**src/rtl/pio_instr_issue_ctrl.sv**
```systemverilog
// pio_instr_issue_ctrl: captures HPS instruction words from the PIO bridge into a
// small FIFO, issues them one at a time to the coprocessor over valid/ready,
// waits for completion (with timeout) and reports sticky status back via PIO.
module pio_instr_issue_ctrl #(
    parameter int INSTR_W = 29,
    parameter int DEPTH   = 4,
    parameter int TIMEOUT = 4095
) (
    input  logic               clk_clk,
    input  logic               reset_reset_n,
    input  logic [1:0]         pio_control,
    input  logic [INSTR_W-1:0] pio_instruction,
    output logic [3:0]         pio_status,
    output logic [INSTR_W-1:0] cop_instr,
    output logic               cop_valid,
    input  logic               cop_ready,
    input  logic               cop_done,
    input  logic               cop_error
);

    localparam int PTR_W = $clog2(DEPTH);
    localparam int CNT_W = PTR_W + 1;
    localparam int TMR_W = $clog2(TIMEOUT + 1);

    typedef enum logic [1:0] {
        S_IDLE,
        S_ISSUE,
        S_WAIT,
        S_FAULT
    } state_t;

    state_t             r_state;
    state_t             w_state_nxt;

    logic               r_ctl0_q;
    logic [INSTR_W-1:0] r_mem [DEPTH];
    logic [PTR_W-1:0]   r_wr_ptr;
    logic [PTR_W-1:0]   r_rd_ptr;
    logic [CNT_W-1:0]   r_count;
    logic [TMR_W-1:0]   r_timer;
    logic [INSTR_W-1:0] r_cop_instr;
    logic               r_cop_valid;
    logic               r_done;
    logic               r_err;
    logic               r_full;
    logic               r_busy;

    logic               w_clr;
    logic               w_enq;
    logic               w_full;
    logic               w_push;
    logic               w_overflow;
    logic               w_pop;
    logic               w_cpl_ok;
    logic               w_cpl_err;
    logic               w_timeout;
    logic               w_valid_nxt;
    logic [INSTR_W-1:0] w_instr_nxt;
    logic [TMR_W-1:0]   w_timer_nxt;
    logic [CNT_W-1:0]   w_count_nxt;
    logic               w_done_nxt;
    logic               w_err_nxt;

    // PIOs share our clock, so a plain register is enough for edge detection.
    assign w_clr      = pio_control[1];
    assign w_enq      = pio_control[0] & ~r_ctl0_q;
    assign w_full     = (r_count == CNT_W'(DEPTH));
    assign w_push     = w_enq & ~w_full & ~w_clr;
    assign w_overflow = w_enq &  w_full & ~w_clr;

    // FSM next state and issue-side next values; soft clear overrides everything.
    always_comb begin
        // NOTE: every signal gets a default first so no path leaves it unassigned (no latch).
        w_state_nxt = r_state;
        w_valid_nxt = r_cop_valid;
        w_instr_nxt = r_cop_instr;
        w_timer_nxt = r_timer;
        w_pop       = 1'b0;
        w_cpl_ok    = 1'b0;
        w_cpl_err   = 1'b0;
        w_timeout   = 1'b0;
        case (r_state)
            S_IDLE: begin
                if (r_count != '0) begin
                    w_instr_nxt = r_mem[r_rd_ptr];
                    w_valid_nxt = 1'b1;
                    w_state_nxt = S_ISSUE;
                end
            end
            S_ISSUE: begin
                if (cop_ready) begin
                    w_pop       = 1'b1;
                    w_valid_nxt = 1'b0;
                    w_timer_nxt = '0;
                    w_state_nxt = S_WAIT;
                end
            end
            S_WAIT: begin
                if (cop_done) begin
                    if (cop_error) begin
                        w_cpl_err   = 1'b1;
                        w_state_nxt = S_FAULT;
                    end else begin
                        w_cpl_ok    = 1'b1;
                        w_state_nxt = S_IDLE;
                    end
                end else if (r_timer == TMR_W'(TIMEOUT)) begin
                    w_timeout   = 1'b1;
                    w_state_nxt = S_FAULT;
                end else begin
                    w_timer_nxt = r_timer + 1'b1;
                end
            end
            S_FAULT: begin
                w_state_nxt = S_FAULT;
            end
            default: begin
                w_state_nxt = S_IDLE;
            end
        endcase
        if (w_clr) begin
            w_state_nxt = S_IDLE;
            w_valid_nxt = 1'b0;
            w_timer_nxt = '0;
            w_pop       = 1'b0;
        end
    end

    // FIFO occupancy and sticky flag next values.
    always_comb begin
        w_count_nxt = r_count;
        if (w_push && !w_pop) begin
            w_count_nxt = r_count + 1'b1;
        end else if (!w_push && w_pop) begin
            w_count_nxt = r_count - 1'b1;
        end
        w_done_nxt = r_done;
        if (w_cpl_ok || w_cpl_err) begin
            w_done_nxt = 1'b1;
        end
        // An accepted enqueue wins over a same-cycle completion.
        if (w_push) begin
            w_done_nxt = 1'b0;
        end
        w_err_nxt = r_err | w_overflow | w_cpl_err | w_timeout;
        if (w_clr) begin
            w_count_nxt = '0;
            w_done_nxt  = 1'b0;
            w_err_nxt   = 1'b0;
        end
    end

    // FSM state register.
    always_ff @(posedge clk_clk or negedge reset_reset_n) begin
        // NOTE: sequential state uses non-blocking assignments so all flops update together.
        if (!reset_reset_n) begin
            r_state <= S_IDLE;
        end else begin
            r_state <= w_state_nxt;
        end
    end

    // Datapath, pointers and registered status.
    always_ff @(posedge clk_clk or negedge reset_reset_n) begin
        if (!reset_reset_n) begin
            r_ctl0_q    <= 1'b0;
            r_wr_ptr    <= '0;
            r_rd_ptr    <= '0;
            r_count     <= '0;
            r_timer     <= '0;
            r_cop_instr <= '0;
            r_cop_valid <= 1'b0;
            r_done      <= 1'b0;
            r_err       <= 1'b0;
            r_full      <= 1'b0;
            r_busy      <= 1'b0;
        end else begin
            r_ctl0_q    <= pio_control[0];
            r_count     <= w_count_nxt;
            r_timer     <= w_timer_nxt;
            r_cop_instr <= w_instr_nxt;
            r_cop_valid <= w_valid_nxt;
            r_done      <= w_done_nxt;
            r_err       <= w_err_nxt;
            r_full      <= (w_count_nxt == CNT_W'(DEPTH));
            r_busy      <= (w_state_nxt != S_IDLE) || (w_count_nxt != '0);
            if (w_clr) begin
                r_wr_ptr <= '0;
                r_rd_ptr <= '0;
            end else begin
                if (w_push) begin
                    r_wr_ptr <= r_wr_ptr + 1'b1;
                end
                if (w_pop) begin
                    r_rd_ptr <= r_rd_ptr + 1'b1;
                end
            end
        end
    end

    // FIFO storage write port.
    always_ff @(posedge clk_clk) begin
        // NOTE: storage is not reset; the count and pointers alone decide what is valid.
        if (w_push) begin
            r_mem[r_wr_ptr] <= pio_instruction;
        end
    end

    assign pio_status = {r_busy, r_full, r_err, r_done};
    assign cop_instr  = r_cop_instr;
    assign cop_valid  = r_cop_valid;

endmodule

```
**config.mk**
```make
export PLATFORM = sky130hd
export DESIGN_NAME = pio_instr_issue_ctrl
export DESIGN_NICKNAME = d
export VERILOG_FILES = /design/src/rtl/pio_instr_issue_ctrl.sv
export SDC_FILE = /design/constraint.sdc
export NUM_CORES = 1
export LEC_CHECK = 0
export ABC_AREA = 1
export CAP_MARGIN = 20
export CORE_MARGIN = 2
export CORE_UTILIZATION = 40
export CTS_CLUSTER_SIZE = 8
export DETAILED_ROUTE_END_ITERATION = 8
export HOLD_SLACK_MARGIN = 0.05
export SYNTH_ARGS = -nofsm -noshare
export SYNTH_HDL_FRONTEND = slang
export SYNTH_SLANG_ARGS = --single-unit
```
**constraint.sdc**
```tcl
create_clock -name clk_clk -period 3.6 [get_ports clk_clk]
set_input_delay 0.54 -clock clk_clk [delete_from_list [all_inputs] [get_ports clk_clk]]
set_output_delay 0.54 -clock clk_clk [all_outputs]
set_load 0.02 [all_outputs]
```
==> results.sh <==
export IMPL_status="finished, final reports clean"
export IMPL_pin_count=70
export IMPL_fin_crit_sh_pct=59.0
export IMPL_cts_clk_slew_worst_paths_ns=0.06
export IMPL_finalSetupTns_ns=0
export IMPL_critical_path_class="reg -> reg"
export IMPL_ys_seq_area_share_pct=68.7
export IMPL_whs_ns=0.522
export IMPL_swShare_pct=28.5
export IMPL_cts_max_path_buffers=2
export IMPL_grt_use_total_pct=16.9
export IMPL_p_comb_share_pct=22.4
export IMPL_synthArstFlopShare_pct=32.6
export IMPL_die_h_um=137
export IMPL_die_width_um=137
export IMPL_place_area_um2=8040
export IMPL_post_route_cells_drive_above_1_share_pct=10.3
export IMPL_synthDominantCellAreaShare_pct=49.0
export IMPL_syn_nets=672
export IMPL_cts_hold_buf=0
export IMPL_post_layout_nonfiller_instances=934
export IMPL_antenna_cells=0
export IMPL_core_um2=17400
export IMPL_intPower_mw=3.86
export IMPL_ys_ff_latch=172
export IMPL_yosysMostFrequentCell="nor2_1"
export IMPL_synth_area_leader_cell="edfxtp_1"
export IMPL_finClkSkew_ns=0.00629
export IMPL_grtUsageMet3_pct=3.64
export IMPL_post_cts_resized=0
export IMPL_wire_per_inst_um=15.8
export IMPL_synthDistinctLibCells=33
export IMPL_yosysWarnings=0
export IMPL_min_period_ns=2.12
export IMPL_met1_usage_pct=22.6
export IMPL_finalSetupViolations=0
export IMPL_wirelength_um=14800
export IMPL_worst_slack_ns=1.48
export IMPL_crit_path_start="r_count[0]"
export IMPL_place_congestion=0.794
export IMPL_crit_path_end_kind="flip-flop"
export IMPL_cts_max_level=4
export IMPL_start_util_pct=41.0
export IMPL_crit_end="cop_instr[12]"
export IMPL_worst_pin_slew_ns=1.03
export IMPL_grt_busiest_layer="met2"
export IMPL_grt_setup_unrepaired="no"
export IMPL_grt_max_degree=61
export IMPL_utilization_pct=49.8
export IMPL_r2r_end="cop_instr[12]"
export IMPL_rrSetupSlack_ns=1.48
export IMPL_fin_area_um2=8640
export IMPL_dr_first_iter_drc_count=299
export IMPL_p_switching_mw=1.54
export IMPL_r2r_cells=6
export IMPL_ant_nets=0
export IMPL_antenna_found_initial=0
export IMPL_numCtsBuffers=17
export IMPL_max_stage_delay_ns=0.74
export IMPL_finalPower_mw=5.40
export IMPL_netlist_area_um2=7110
export IMPL_hpwlAfterDp_um=9470
export IMPL_post_cts_buffers=0
export IMPL_tritoncts="yes"
export IMPL_p_seq_share_pct=45.2
export IMPL_drc=0
export IMPL_portBuffers=69
export IMPL_avgSynthCellArea_um2=11.3
export IMPL_crit_chain="inv_1 > ha_1 > a21oi_4 > buf_4 > nor2_1 > a31oi_1"
export IMPL_num_vias=4672
export IMPL_die_area_um2=18900
export IMPL_max_freq_ghz=0.471
export IMPL_area_growth_syn_to_layout_pct=21.5
export IMPL_use_met2_pct=27.1
export IMPL_synth_common_cells="nor2_1 (163), edfxtp_1 (116), o21ai_0 (65)"
export IMPL_post_place_cells=900
export IMPL_gr_total_overflow=0
export IMPL_cp_max_fo=32
export IMPL_dp_worst_setup_slack_ns=1.04
export IMPL_min_path_type="in -> async"
export IMPL_pwr_density_cell_nw_per_um2=625
export IMPL_slew_violations=0
export IMPL_crit_path_start_kind="flip-flop"
export IMPL_syn_inst=628
export IMPL_p_clk_share_pct=32.4
export IMPL_numClockSinks=172
export IMPL_cap_violations=0
export IMPL_drtPass1Iterations=5
export IMPL_r2r_start="r_count[0]"
export IMPL_cts_root_buf="clkbuf_16"
export IMPL_p_leak_nw=3.20
export IMPL_ir_worst_vdd_uv=367
export IMPL_vias_per_cell=5.00
export IMPL_slew_headroom_pct=31.3
export IMPL_layout_nets=740
export IMPL_grt_pass1_wl_um=23900
export IMPL_synthFlopType="edfxtp_1"
export IMPL_finalHoldViolCount=0
export IMPL_ys_top_cells_by_area="edfxtp_1 (49%), dfrtp_1 (20%), nor2_1 (8.6%), o21ai_0 (4.6%), nand2_1 (2.8%)"
export IMPL_fill_cells=1519
export IMPL_num_rows=48
export IMPL_cp_data_arrival_time_ns=2.45
export IMPL_clk_latency_ns=0.42
export IMPL_grt_pass1_vias=4641
export IMPL_cp_slowest_cell="a21oi_4"
export IMPL_worstPathRequired_ns=3.93
export IMPL_synth_edf_count=116
[area by class of cell]
type | count | area, um2 | share of cell area [%]
timing repair buffer | 82 | 836 | 9.67
multi-input combinational | 386 | 1930 | 22.4
clock buffer | 19 | 443 | 5.13
tap | 225 | 282 | 3.26
sequential | 172 | 4890 | 56.5
clock inverter | 13 | 125 | 1.45
inverter | 37 | 139 | 1.61
[state kept, by name, indices dropped and copies added (netlist names)]
name       flops
r_done         1
cop_valid      1
cop_instr     29
r_state        2
r_err          1
r_count        3
r_rd_ptr       2
r_wr_ptr       2
r_full         1
r_mem        116
r_ctl0_q       1
r_busy         1
r_timer       12
[cells by family (layout without fill, tap and decap cells)]
group,after synthesis,count (layout),synth area share (%)
AO/OA/AOI/OAI,117,117,9.31
XOR/XNOR,6,6,0.739
adder cells (fa/ha/maj),8,8,1.41
buffers and inverters,70,151,4.72
flip-flops,172,172,68.7
AND/OR/NAND/NOR,255,255,15.1
[cell usage in the layout, fill, tap and decap left out, drive strengths merged, types with 4 or more instances in the layout]
master         instances
edfxtp               116
buf                   13
nand3                 20
nand4                  6
nor2                 167
clkinv                 9
a21oi                 11
clkdlybuf4s50         68
o21ai                 73
ha                     8
xor2                   4
nand2                 57
clkbuf                19
inv                   37
nor3                   4
a31oi                 32
dfrtp                 56
[worst max-delay path, delay by kind of cell (launching register included)]
family / cells / cell delay, ns
buffers and inverters: 2 / 0.41
AND/OR/NAND/NOR: 1 / 0.06
AO/OA/AOI/OAI: 2 / 0.92
adder cells (fa/ha/maj): 1 / 0.26
flip-flops: 1 / 0.37
[per-layer routing]
metal | part of all wire, % | vias up
li1 | - | 2284
met1 | 47 | 2274
met2 | 48 | 99
met3 | 3.9 | 15
met4 | 1.1 | 0
met5 | 0 | -
[power by group through the flow]
stage	registers [mW]	logic [mW]	clock network, mW
global placement	2.48	1.20	0
global route	2.46	1.32	1.88
detailed placement	2.48	1.22	0
finish	2.44	1.21	1.75
CTS	2.44	1.23	1.80
floorplan	2.65	0.505	0
[worst min-delay path by stage]
stage	from	endpoint	slack, ns	depth (start not counted)
CTS	reset_reset_n	cop_valid	0.34	1
floorplan	reset_reset_n	cop_instr[0]	0.24	0
global placement	r_timer[5]	r_timer[5]	0.50	2
finish	reset_reset_n	r_state[0]	0.52	2
global route	reset_reset_n	r_state[0]	0.53	2
detailed placement	cop_valid	cop_valid	0.50	2
(Power assumes the default switching activity.)
